[config.mk]
export PLATFORM = sky130hd
export DESIGN_NAME = dds_voice_array
export DESIGN_NICKNAME = d
export VERILOG_FILES = /design/src/rtl/dds_voice_array.sv
export SDC_FILE = /design/constraint.sdc
export NUM_CORES = 1
export LEC_CHECK = 0
export CORE_ASPECT_RATIO = 1.25
export CORE_MARGIN = 4
export CORE_UTILIZATION = 60
export DETAILED_ROUTE_END_ITERATION = 12
export PLACE_DENSITY = 0.9
export SKIP_LAST_GASP = 1
export SYNTH_ARGS = -nofsm -noshare
export SYNTH_HDL_FRONTEND = slang
export SYNTH_SLANG_ARGS = --single-unit
export TNS_END_PERCENT = 20
[constraint.sdc]
create_clock -name clk -period 6.35 [get_ports clk]
set_input_delay 0.9525 -clock clk [delete_from_list [all_inputs] [get_ports clk]]
set_output_delay 0.9525 -clock clk [all_outputs]
set_load 0.02 [all_outputs]
[src/rtl/dds_voice_array.sv]
// Time-multiplexed multi-voice DDS: one adder and one waveform generator serve all voices once per sample period.
// Optional SAT_MIX_EN: full-scale saturating mix instead of the default averaged mix.
module dds_voice_array #(
    parameter int NUM_VOICES = 4,
    parameter int ACC_W      = 16,
    parameter int OUT_W      = 12,
    parameter int SAMPLE_DIV = 8,
    parameter int VIDX_W     = 2
) (
    input  logic              clk,
    input  logic              rst_n,
    input  logic              en,
    input  logic              wr_en,
    input  logic [VIDX_W-1:0] wr_voice,
    input  logic [ACC_W-1:0]  wr_tune,
    input  logic [1:0]        wr_wave,
    input  logic              wr_clr,
    output logic [OUT_W-1:0]  sample_out,
    output logic              sample_valid,
    output logic              busy
);

    localparam int SUM_W = OUT_W + VIDX_W;
    localparam int DIV_W = $clog2(SAMPLE_DIV);

    localparam logic [1:0] ST_IDLE = 2'd0;
    localparam logic [1:0] ST_RUN  = 2'd1;
    localparam logic [1:0] ST_OUT  = 2'd2;

    localparam logic [1:0] WAVE_SIL = 2'd0;
    localparam logic [1:0] WAVE_SAW = 2'd1;
    localparam logic [1:0] WAVE_SQR = 2'd2;
    localparam logic [1:0] WAVE_TRI = 2'd3;

    localparam logic [VIDX_W-1:0] LAST_V  = VIDX_W'(NUM_VOICES - 1);
    localparam logic [DIV_W-1:0]  DIV_MAX = DIV_W'(SAMPLE_DIV - 1);

    logic [ACC_W-1:0]        acc_r  [NUM_VOICES];
    logic [ACC_W-1:0]        tune_r [NUM_VOICES];
    logic [1:0]              wave_r [NUM_VOICES];
    logic [DIV_W-1:0]        div_cnt_r;
    logic [1:0]              state_r;
    logic [VIDX_W-1:0]       vidx_r;
    logic signed [SUM_W-1:0] acc_sum_r;
    logic [OUT_W-1:0]        sample_out_r;
    logic                    sample_valid_r;
    logic                    busy_r;

    logic                    tick_s;
    logic                    wr_ok_s;
    logic [NUM_VOICES-1:0]   wr_hit_s;
    logic [NUM_VOICES-1:0]   run_hit_s;
    logic [OUT_W-1:0]        voice_s;
    logic signed [SUM_W-1:0] sum_next_s;
    logic [OUT_W-1:0]        mix_s;

    // Offset-binary phase bits become signed samples by flipping the MSB (subtracting half scale).
    function automatic logic [OUT_W-1:0] wave_gen(input logic [1:0] wave, input logic m,
                                                  input logic [OUT_W-1:0] p, input logic [OUT_W-1:0] t);
        logic [OUT_W-1:0] half;
        half = {1'b1, {(OUT_W-1){1'b0}}};
        case (wave)
            WAVE_SIL: wave_gen = {OUT_W{1'b0}};
            WAVE_SAW: wave_gen = p ^ half;
            WAVE_SQR: wave_gen = m ? half : ~half;
            WAVE_TRI: wave_gen = (m ? ~t : t) ^ half;
            default:  wave_gen = {OUT_W{1'b0}};
        endcase
    endfunction

    assign tick_s  = en && (div_cnt_r == DIV_MAX);
    assign wr_ok_s = wr_en && ({1'b0, wr_voice} < (VIDX_W+1)'(NUM_VOICES));

    // Per-voice write and processing selects.
    always_comb begin
        wr_hit_s  = {NUM_VOICES{1'b0}};
        run_hit_s = {NUM_VOICES{1'b0}};
        for (int v = 0; v < NUM_VOICES; v++) begin
            wr_hit_s[v]  = wr_ok_s && (wr_voice == VIDX_W'(v));
            run_hit_s[v] = (state_r == ST_RUN) && (vidx_r == VIDX_W'(v));
        end
    end

    // Shared waveform generator and adder for the voice selected this cycle.
    always_comb begin
        voice_s    = wave_gen(wave_r[vidx_r], acc_r[vidx_r][ACC_W-1],
                              acc_r[vidx_r][ACC_W-1 -: OUT_W], acc_r[vidx_r][ACC_W-2 -: OUT_W]);
        sum_next_s = acc_sum_r + {{VIDX_W{voice_s[OUT_W-1]}}, voice_s};
    end

`ifdef SAT_MIX_EN
    localparam logic signed [SUM_W-1:0] SAT_MAX = SUM_W'((2 ** (OUT_W - 1)) - 1);
    localparam logic signed [SUM_W-1:0] SAT_MIN = -SUM_W'(2 ** (OUT_W - 1));

    // Full-scale mix, clipped to the output range.
    always_comb begin
        if (sum_next_s > SAT_MAX) begin
            mix_s = {1'b0, {(OUT_W-1){1'b1}}};
        end else if (sum_next_s < SAT_MIN) begin
            mix_s = {1'b1, {(OUT_W-1){1'b0}}};
        end else begin
            mix_s = sum_next_s[OUT_W-1:0];
        end
    end
`else
    // Averaged mix: taking the top OUT_W bits is an arithmetic shift by VIDX_W (floor).
    always_comb begin
        mix_s = sum_next_s[SUM_W-1 -: OUT_W];
    end
`endif

    // Sample-period divider; holds while en is low.
    always_ff @(posedge clk) begin
        if (!rst_n) begin
            div_cnt_r <= {DIV_W{1'b0}};
        end else if (en) begin
            if (div_cnt_r == DIV_MAX) begin
                div_cnt_r <= {DIV_W{1'b0}};
            end else begin
                div_cnt_r <= div_cnt_r + DIV_W'(1);
            end
        end else begin
            div_cnt_r <= div_cnt_r;
        end
    end

    // Voice register file; a clear beats the same-cycle phase advance.
    always_ff @(posedge clk) begin
        if (!rst_n) begin
            for (int v = 0; v < NUM_VOICES; v++) begin
                acc_r[v]  <= {ACC_W{1'b0}};
                tune_r[v] <= {ACC_W{1'b0}};
                wave_r[v] <= WAVE_SIL;
            end
        end else begin
            for (int v = 0; v < NUM_VOICES; v++) begin
                if (wr_hit_s[v]) begin
                    tune_r[v] <= wr_tune;
                    wave_r[v] <= wr_wave;
                end
                if (wr_hit_s[v] && wr_clr) begin
                    acc_r[v] <= {ACC_W{1'b0}};
                end else if (run_hit_s[v]) begin
                    acc_r[v] <= acc_r[v] + tune_r[v];
                end
            end
        end
    end

    // Sequencer: the last RUN cycle registers the mix so sample_valid is high during OUT.
    always_ff @(posedge clk) begin
        if (!rst_n) begin
            state_r        <= ST_IDLE;
            vidx_r         <= {VIDX_W{1'b0}};
            acc_sum_r      <= {SUM_W{1'b0}};
            sample_out_r   <= {OUT_W{1'b0}};
            sample_valid_r <= 1'b0;
            busy_r         <= 1'b0;
        end else begin
            case (state_r)
                ST_IDLE: begin
                    sample_valid_r <= 1'b0;
                    if (tick_s) begin
                        state_r   <= ST_RUN;
                        vidx_r    <= {VIDX_W{1'b0}};
                        acc_sum_r <= {SUM_W{1'b0}};
                        busy_r    <= 1'b1;
                    end
                end
                ST_RUN: begin
                    acc_sum_r <= sum_next_s;
                    if (vidx_r == LAST_V) begin
                        state_r        <= ST_OUT;
                        sample_out_r   <= mix_s;
                        sample_valid_r <= 1'b1;
                        busy_r         <= 1'b0;
                    end else begin
                        vidx_r <= vidx_r + VIDX_W'(1);
                    end
                end
                ST_OUT: begin
                    state_r        <= ST_IDLE;
                    sample_valid_r <= 1'b0;
                end
                default: begin
                    state_r        <= ST_IDLE;
                    sample_valid_r <= 1'b0;
                    busy_r         <= 1'b0;
                end
            endcase
        end
    end

    assign sample_out   = sample_out_r;
    assign sample_valid = sample_valid_r;
    assign busy         = busy_r;

endmodule

==> results of run 1 <==
-- final timing paths --
path                                               endpoint                        from  slack [ps]  depth (start not counted)
worst max-delay path            sample_out[10]$_SDFFE_PN0P_                   flip-flop        1910                         14
worst min-delay path             sample_out[3]$_SDFFE_PN0P_  sample_out[3]$_SDFFE_PN0P_         460                          2
worst max register to register  sample_out[10]$_SDFFE_PN0P_                   flip-flop        1910                         14
worst min register to register   sample_out[3]$_SDFFE_PN0P_  sample_out[3]$_SDFFE_PN0P_         460                          2
-- per-layer routing --
metal  track usage, %  up-vias
met3             5.42       77
met4             14.1        0
met5                0        -
li1                 -     3711
met1             32.2     3755
met2             44.8      384
-- metrics by stage --
stage          util (%)  instances  worst slack [ps]  total power (uW)  hold slack, ps
2_1_floorplan         -        994              2790              1610             432
3_3_place_gp       64.7       1225              2130              1700             437
3_5_place_dp       64.7       1225              2000              1720             449
4_1_cts            68.1       1257              1990              2730             458
5_1_grt            68.1       1257              1450              2830             472
6_report           68.1       1257              1910              2740             455
-- sequential cells by signal, indices dropped and copies added, names as in the netlist, named ones only --
name / flops
acc_r: 64
acc_sum_r: 14
busy: 1
div_cnt_r: 3
sample_out: 12
sample_valid: 1
state_r: 2
tune_r: 64
vidx_r: 2
wave_r: 8
-- power breakdown --
group / switching [uW] / total [uW] / internal [uW] / leakage [uW]
clock network: 479 / 1030 / 547 / 0.000271
registers: 36.6 / 1310 / 1280 / 0.00167
logic: 236 / 400 / 164 / 0.00251
total: 752 / 2740 / 1990 / 0.00446
-- cell type report --
type,instances,area share (%)
Timing Repair Buffer,46,3.84
Sequential cell,173,42.1
Tap cell,220,2.40
Clock buffer,18,3.74
Inverter,36,1.18
Clock inverter,14,1.18
Multi-Input combinational cell,750,45.6
-- cell usage after synthesis (3+ instances only) --
| master | n |
|---|---|
| and2_1 | 59 |
| mux2i_1 | 6 |
| clkbuf_1 | 30 |
| xor2_1 | 21 |
| xnor2_1 | 29 |
| ha_1 | 79 |
| nand4_1 | 6 |
| nor3b_1 | 6 |
| o211ai_1 | 8 |
| a31oi_1 | 4 |
| nor2_1 | 92 |
| o31ai_1 | 5 |
| or2_2 | 3 |
| a211oi_1 | 15 |
| a21o_1 | 15 |
| nor2b_1 | 12 |
| o21ai_0 | 74 |
| or3_1 | 18 |
| nand3_1 | 26 |
| a21boi_0 | 3 |
| and3_1 | 21 |
| a22oi_1 | 4 |
| nand2_1 | 71 |
| dfxtp_1 | 37 |
| fa_1 | 5 |
| a22o_1 | 4 |
| o21bai_1 | 4 |
| edfxtp_1 | 136 |
| o31a_1 | 3 |
| nor3_1 | 27 |
| a21oi_1 | 54 |
| mux4_2 | 14 |
| nor4_1 | 4 |
| a211o_1 | 3 |
| inv_1 | 36 |
| o21a_1 | 19 |
| mux2_2 | 4 |
| nand2b_1 | 12 |
-- worst min-delay path, cell delays in order (launching register included) --
cell and delay, ps:
dfxtp_1 310, nand2_1 50, a21oi_1 50
-- cells by family (layout without fill, tap and decap cells) --
logic type               count (synthesis)  after routing
buffers and inverters                   71            114
adder cells (fa/ha/maj)                 84             84
XOR/XNOR                                51             51
multiplexers                            24             24
AO/OA/AOI/OAI                          230            230
AND/OR/NAND/NOR                        361            361
flip-flops                             173            173
==> metrics.txt, run 1 <==
outcome finished clean; Root Buffer clkbuf_16; ys flop type edfxtp_1; Top Layer Used met4; Simple-Gate Fraction of Synth Area 17.4%; Max transition margin 35.9%; clk slew on worst S/H paths 70 ps; Starting Density 61.3%; Routed WL 25500 um; Post-CTS Hold Buffers 0; Core Area 16800 sq um; Metal-1 WL 9610 um; I/O pin count 39; max cap viols 0; Yosys cell types 59; die span in y 155 um; Tightest Pin Transition 960 ps; clock sinks 173; Filler Cell Count 1229; Worst EP required 6710 ps; commonest non-fill, non-tap cell in the layout edfxtp_1; CP top delay family compound AO/OA/AOI/OAI gates; count of port buffers added during placement 38; Synth Area in Adders 10.5%; First-pass DRT Iterations 5; Synth Area in XOR/XNOR 4.40%; mux contribution to synthesized area 4.07%; Vias/cell 6.31; Worst Skew 13.8 ps; post-synth top area share 39.5%; final hold violation count 0; Post-synth ARST share 0%; Hold Crit Class flip-flop to flip-flop; crit end category flip-flop; post-DP HPWL 18800 um; max incr delay on CP 950 ps; most frequent CP cell mux2i_1; register area 4820 sq um; RSZ-0062 raised after global routing no; full die area 19400 sq um; Clock Tree Buf Depth 2; critical path type flip-flop to flip-flop; EDFF count, synth 136; design area 11500 sq um; CP Cell Sequence mux2i_1, mux2i_1, nand2_1, o21ai_0, ha_1, inv_1, fa_1, nor2b_1, o21ai_1, a21boi_1, o41a_1, o41ai_2, or4_1, o211ai_1; Post-Syn Area 10300 sq um; Clock Latency Late Sink 450 ps; first-pass GRT wire length 40100 um; largest net degree at the start of global routing 41; Final period util 69.9%; fmax 225 MHz; vias in the first global route 7620; crit start category flip-flop; Worst path slowest cell dfxtp_1; post-CTS setup buffers 0; met3 WL post-DR 2150 um; share of layout cells above drive strength 1 6.36%; Post-DP Area 10900 sq um; DR WL/cell 20.3 um; gr ovfl total 0; Core Rows 53; H-tree Lvls 4; Synth Area in Compound Gates 14.2%; Crit path buffers/inverters 1; TritonCTS clock tree yes; post-synth net total 1103; 1st-iter DRT viols 807; Layout area overhead 11.0%; commonest cells after routing, fill and taps aside 136 x edfxtp_1, 92 x nor2_1, 79 x ha_1; WL met2 12400 um; Cell Pwr Density 239 nW/um^2; CTS buffer count 17; largest family of logic cells by synthesized area simple AND/OR/NAND/NOR gates; antenna-violating nets left 0; Gate Count Post-Synth 994; GP Congestion 0.905; maximum vdd drop 0.235 mV; Yosys reg bits 173; Slew Limit Fails 0; leakage power 0.00446 uW; n_diodes 0; drt drc 0; GRT Overall Usage 26.6%; Synthesis Warnings 0; Synth area leaders edfxtp_1 40%, ha_1 9.6%, dfxtp_1 7.2%, o21ai_0 3.6%, and2_1 3.6%; cell taking the most area after synthesis edfxtp_1; Crit Path Max Fanout 16; area occupied by multi-input gates 5230 sq um; Sum Neg Setup Slack 0 ps; Die W 125 um; final setup fails 0; via count 7927; Tmin final 4440 ps; Post-CTS Resized 0; post-synthesis sequential area ratio 46.7%; arrival time at the worst endpoint 4800 ps; initial antenna violation count 0; fin nets 1133; syn avg cell area 10.4 sq um
Note: power is estimated with default switching activity, not from simulation.
==> run 2, diff against run 1 <==
- CORE_UTILIZATION: 60 -> 56
- PLACE_DENSITY: 0.9 -> 0.88
- clock period: 6.35 -> 3.6 ns (I/O delays scaled with it)
==> metrics.txt, run 2 (same netlist as run 1, synthesis figures left out) <==
fmax 278 MHz (was 225 MHz); RSZ-0062 raised after global routing yes (was no); critical path type flip-flop to flip-flop (unchanged); Comb pwr share 15.0% (was 14.6%); Routed WL 26100 um (was 25500 um); Crit Path Max Fanout 6 (was 16); crit start category flip-flop (unchanged); fin nets 1162 (was 1133); commonest non-fill, non-tap cell in the layout edfxtp_1 (unchanged); vias in the first global route 7898 (was 7620); GRT Overall Usage 25.5% (was 26.6%); I/O pin count 39 (unchanged); commonest cells after routing, fill and taps aside 136 x edfxtp_1, 92 x nor2_1, 78 x ha_1 (was 136 x edfxtp_1, 92 x nor2_1, 79 x ha_1); drt drc 0 (unchanged); DR WL/cell 20.1 um (was 20.3 um); count of port buffers added during placement 38 (unchanged); arrival time at the worst endpoint 3920 ps (was 4800 ps); Max transition margin 35.6% (was 35.9%); via count 8135 (was 7927); Starting Density 57.1% (was 61.3%); leakage power 0.00462 uW (was 0.00446 uW); Post-DP Area 11100 sq um (was 10900 sq um); TritonCTS clock tree yes (unchanged); Core Area 18100 sq um (was 16800 sq um); Worst Skew 10.6 ps (was 13.8 ps); Root Buffer clkbuf_16 (unchanged); CTS buffer count 17 (unchanged); Clock Tree Buf Depth 2 (unchanged); Psw 1310 uW (was 752 uW); GP Congestion 0.956 (was 0.905); Tightest Pin Transition 962 ps (was 960 ps); initial antenna violation count 0 (unchanged); clk slew on worst S/H paths 70 ps (about the same); final setup fails 0 (unchanged); Final Core Density 65.0% (was 68.1%); full die area 20700 sq um (was 19400 sq um); die span in y 160 um (was 155 um); Die W 129 um (was 125 um); Clk pwr share 37.8% (was 37.5%); First-pass DRT Iterations 5 (unchanged); max cap viols 0 (unchanged); final hold violation count 0 (unchanged); Overall Power 4890 uW (was 2740 uW); Core Rows 55 (was 53); first-pass GRT wire length 40500 um (was 40100 um); post-DP HPWL 19200 um (was 18800 um); clock sinks 173 (unchanged); Layout area overhead 13.9% (was 11.0%); largest net degree at the start of global routing 24 (was 41); n_diodes 0 (unchanged); Hold Crit Class flip-flop to flip-flop (unchanged); crit end category flip-flop (unchanged); sw frac 26.7% (was 27.5%); maximum vdd drop 0.318 mV (was 0.235 mV); share of layout cells above drive strength 1 9.94% (was 6.36%); Worst EP required 3920 ps (was 6710 ps); Int Pwr 3590 uW (was 1990 uW); 1st-iter DRT viols 811 (was 807); top flop regs acc_r x64, tune_r x64, acc_sum_r x14 (unchanged); Vias/cell 6.29 (was 6.31); Slew Limit Fails 0 (unchanged); outcome finished clean (unchanged); Tmin final 3590 ps (was 4440 ps); Final period util 99.8% (was 69.9%); Post-CTS Hold Buffers 0 (unchanged); Cell Pwr Density 416 nW/um^2 (was 239 nW/um^2); H-tree Lvls 4 (unchanged); Clock Latency Late Sink 440 ps (was 450 ps); design area 11800 sq um (was 11500 sq um); antenna-violating nets left 0 (unchanged); share of power burned in registers 47.1% (was 47.9%); gr ovfl total 0 (unchanged)
run 2: area by class of cell:
class	instances	area [sq um]
timing repair buffer	75	666
clock inverter	15	160
clock buffer	17	425
multi-input combinational	750	5260
fill	1314	6340
sequential	173	4830
tap	228	285
inverter	36	135
run 2: timing repair:
| item | 4_1_cts | 5_1_grt |
|---|---|---|
| resized for setup | 0 | 20 |
| buffers inserted | 0 | 8 |
| cloned | 0 | 0 |
| setup endpoints to repair | 1 | 10 |
| pin swaps | 0 | 9 |
run 2: worst max-delay path, stage by stage (launching register included):
cell and delay, ps:
dfxtp_4 360, buf_6 130, mux2i_1 150, mux2_4 320, or3_1 390, nand3_1 80, o21ai_1 70, ha_2 200
inv_2 70, fa_2 210, nor2b_2 50, o21ai_2 180, a21boi_2 90, o41a_1 460, o41ai_2 290, buf_4 180
xor2_1 160, o21ai_1 70
run 2: path summary, 6_finish.rpt:
check | start | end | slack, ps | depth (start not counted)
worst max-delay path | flip-flop | acc_sum_r[10]$_SDFFE_PN0P_ | 6 | 17
worst min-delay path | sample_valid$_SDFFE_PN0N_ | sample_valid$_SDFFE_PN0N_ | 440 | 2
worst max register to register | flip-flop | acc_sum_r[10]$_SDFFE_PN0P_ | 6 | 17
worst min register to register | sample_valid$_SDFFE_PN0N_ | sample_valid$_SDFFE_PN0N_ | 440 | 2
run 2: through the flow:
step | cells | hold WS, ps | worst slack [ps] | TNS, ps
floorplan | 994 | 432 | 37.3 | 0
global placement | 1254 | 431 | 147 | 0
detailed placement | 1254 | 438 | 4.28 | 0
CTS | 1286 | 448 | -39.3 | -39.3
global route | 1294 | 472 | -190 | -627
finish | 1294 | 445 | 5.92 | 0
run 2: routing by layer:
layer / vias up / routed length, um / part of all wire, % / track usage (%)
met3: 93 / 1940 / 7.5 / 5.19
met1: 3872 / 9720 / 37 / 30.7
met5: - / 0 / 0 / 0
li1: 3772 / - / - / -
met4: 0 / 1360 / 5.2 / 12.9
met2: 398 / 13000 / 50 / 42.9
run 2: power groups by stage:
stage | Clock (uW) | Sequential (uW) | Combinational (uW)
2_1_floorplan | 0 | 2320 | 518
4_1_cts | 1860 | 2300 | 714
3_3_place_gp | 0 | 2340 | 674
5_1_grt | 1950 | 2310 | 809
3_5_place_dp | 0 | 2350 | 704
6_report | 1850 | 2310 | 736
==> run 3, diff against run 2 <==
- CORE_MARGIN: 4 -> 2
- PLACE_DENSITY: 0.88 -> 0.81
- TNS_END_PERCENT: 20 -> unset
==> metrics.txt, run 3 (same netlist as run 1, synthesis figures left out) <==
clock sinks 173 (unchanged); Root Buffer clkbuf_16 (unchanged); Routed WL 24800 um (was 26100 um); Slew Limit Fails 0 (unchanged); H-tree Lvls 4 (unchanged); Hold Crit Class flip-flop to flip-flop (unchanged); sw frac 26.8% (was 26.7%); Worst EP required 3920 ps (about the same); crit start category flip-flop (unchanged); Starting Density 57.1% (unchanged); CP Cell Sequence mux4_2, or3_1, nand3_1, o21ai_1, ha_2, inv_2, fa_2, nor2b_4, o21ai_2, a21boi_2, o41a_1, o41ai_4, xor2_1, o21ai_1 (was buf_6, mux2i_1, mux2_4, or3_1, nand3_1, o21ai_1, ha_2, inv_2, fa_2, nor2b_2, o21ai_2, a21boi_2, o41a_1, o41ai_2, buf_4, xor2_1, o21ai_1); Final period util 102% (was 99.8%); top flop regs acc_r x64, tune_r x64, acc_sum_r x14 (unchanged); Final Core Density 65.6% (was 65.0%); fmax 273 MHz (was 278 MHz); post-DP HPWL 18200 um (was 19200 um); clk slew on worst S/H paths 70 ps (about the same); Core Rows 55 (unchanged); Clk pwr share 38.4% (was 37.8%); Tmin final 3660 ps (was 3590 ps); outcome finished, violations left (was finished clean); leakage power 0.00466 uW (was 0.00462 uW); commonest non-fill, non-tap cell in the layout edfxtp_1 (unchanged); maximum vdd drop 0.356 mV (was 0.318 mV); fin nets 1164 (was 1162); final setup fails 4 (was 0); full die area 19600 sq um (was 20700 sq um); DR WL/cell 19.2 um (was 20.1 um); RSZ-0062 raised after global routing yes (unchanged); most frequent CP cell o21ai_1 (unchanged); Worst path slowest cell mux4_2 (was o41a_1); 1st-iter DRT viols 573 (was 811); crit end category flip-flop (unchanged); Clock Latency Late Sink 440 ps (about the same); final hold violation count 0 (unchanged); die span in y 156 um (was 160 um); critical path type flip-flop to flip-flop (unchanged); CTS buffer count 17 (unchanged); max incr delay on CP 510 ps (was 460 ps); failing checks negative setup slack; share of power burned in registers 46.7% (was 47.1%); gr ovfl total 0 (unchanged); commonest cells after routing, fill and taps aside 136 x edfxtp_1, 92 x nor2_1, 76 x ha_1 (was 136 x edfxtp_1, 92 x nor2_1, 78 x ha_1); CP top delay family compound AO/OA/AOI/OAI gates (unchanged); Crit path buffers/inverters 1 (was 3); slack of the critical path -64.9 ps (was 5.92 ps); GP Congestion 0.968 (was 0.956); GRT Overall Usage 25.6% (was 25.5%); largest net degree at the start of global routing 40 (was 24); Comb pwr share 14.8% (was 15.0%); max cap viols 0 (unchanged); Overall Power 4920 uW (was 4890 uW); Max transition margin 29.3% (was 35.6%); arrival time at the worst endpoint 3980 ps (was 3920 ps); Layout area overhead 14.9% (was 13.9%); Crit Path Max Fanout 5 (was 6); Die W 125 um (was 129 um); Int Pwr 3600 uW (was 3590 uW); Cell Pwr Density 414 nW/um^2 (was 416 nW/um^2); Core Area 18100 sq um (unchanged); Worst Skew 11.2 ps (was 10.6 ps); share of layout cells above drive strength 1 10.9% (was 9.94%); n_diodes 0 (unchanged); count of port buffers added during placement 38 (unchanged); I/O pin count 39 (unchanged); first-pass GRT wire length 39200 um (was 40500 um); Vias/cell 6.14 (was 6.29); antenna-violating nets left 0 (unchanged); Tightest Pin Transition 1060 ps (was 962 ps); Filler Cell Count 1349 (was 1314); Psw 1320 uW (was 1310 uW); initial antenna violation count 0 (unchanged); drt drc 0 (unchanged); First-pass DRT Iterations 5 (unchanged); via count 7958 (was 8135); Clock Tree Buf Depth 2 (unchanged); TritonCTS clock tree yes (unchanged); vias in the first global route 7676 (was 7898)
-- run 3: worst paths after layout --
path,from,endpoint,slack (ps),depth (start not counted)
setup / recovery,acc_r[2][3]$_SDFFCE_PN0P_,acc_sum_r[10]$_SDFFE_PN0P_,-60,14
setup reg to reg,acc_r[2][3]$_SDFFCE_PN0P_,acc_sum_r[10]$_SDFFE_PN0P_,-60,14
hold / removal,sample_valid$_SDFFE_PN0N_,sample_valid$_SDFFE_PN0N_,450,2
hold reg to reg,sample_valid$_SDFFE_PN0N_,sample_valid$_SDFFE_PN0N_,450,2
-- run 3: power by group through the flow --
stage	Combinational (uW)	Sequential [uW]	Clock (uW)
6_report	728	2300	1890
5_1_grt	801	2310	1970
4_1_cts	707	2300	1900
3_5_place_dp	698	2340	0
3_3_place_gp	676	2340	0
2_1_floorplan	518	2320	0
-- run 3: area by class of cell --
class	count	area, sq um	area share [%]
Multi-Input combinational cell	750	5300	44.6
Sequential cell	173	4830	40.7
Timing Repair Buffer	77	716	6.03
Clock buffer	17	425	3.58
Tap cell	228	285	2.40
Clock inverter	15	180	1.52
Inverter	36	135	1.14
-- run 3: repair_timing --
| item | in CTS | in global routing |
|---|---|---|
| cloned | 0 | 1 |
| resized for setup | 1 | 25 |
| pin swaps | 0 | 14 |
| hold buffers | 0 | 0 |
| buffers inserted | 0 | 13 |
| endpoints found under the setup margin | 3 | 9 |
-- run 3: layer usage --
metal | vias up | track usage [%] | part of all wire [%]
met1 | 3832 | 31.8 | 40
met3 | 55 | 3.77 | 6.3
met2 | 302 | 44.8 | 51
li1 | 3769 | - | -
met5 | - | 0 | 0
met4 | 0 | 10.2 | 2.8
-- run 3: through the flow --
stage | setup TNS (ps) | area (sq um) | hold WS [ps] | worst slack, ps | instances
3_3_place_gp | 0 | 11100 | 430 | 92.4 | 1250
2_1_floorplan | 0 | 10300 | 432 | 37.3 | 994
4_1_cts | -24.3 | 11700 | 451 | -24.3 | 1282
5_1_grt | -911 | 11900 | 494 | -223 | 1296
3_5_place_dp | -122 | 11100 | 442 | -47.6 | 1250
6_report | -173 | 11900 | 446 | -64.9 | 1296
-- run 3: worst reg2reg max path, cell delays in order, from the launching register on --
cell and delay (ps):
edfxtp_1 440, mux4_2 510, or3_1 400, nand3_1 80
o21ai_1 80, ha_2 200, inv_2 60, fa_2 230
nor2b_4 50, o21ai_2 180, a21boi_2 90, o41a_1 460
o41ai_4 490, xor2_1 200, o21ai_1 70
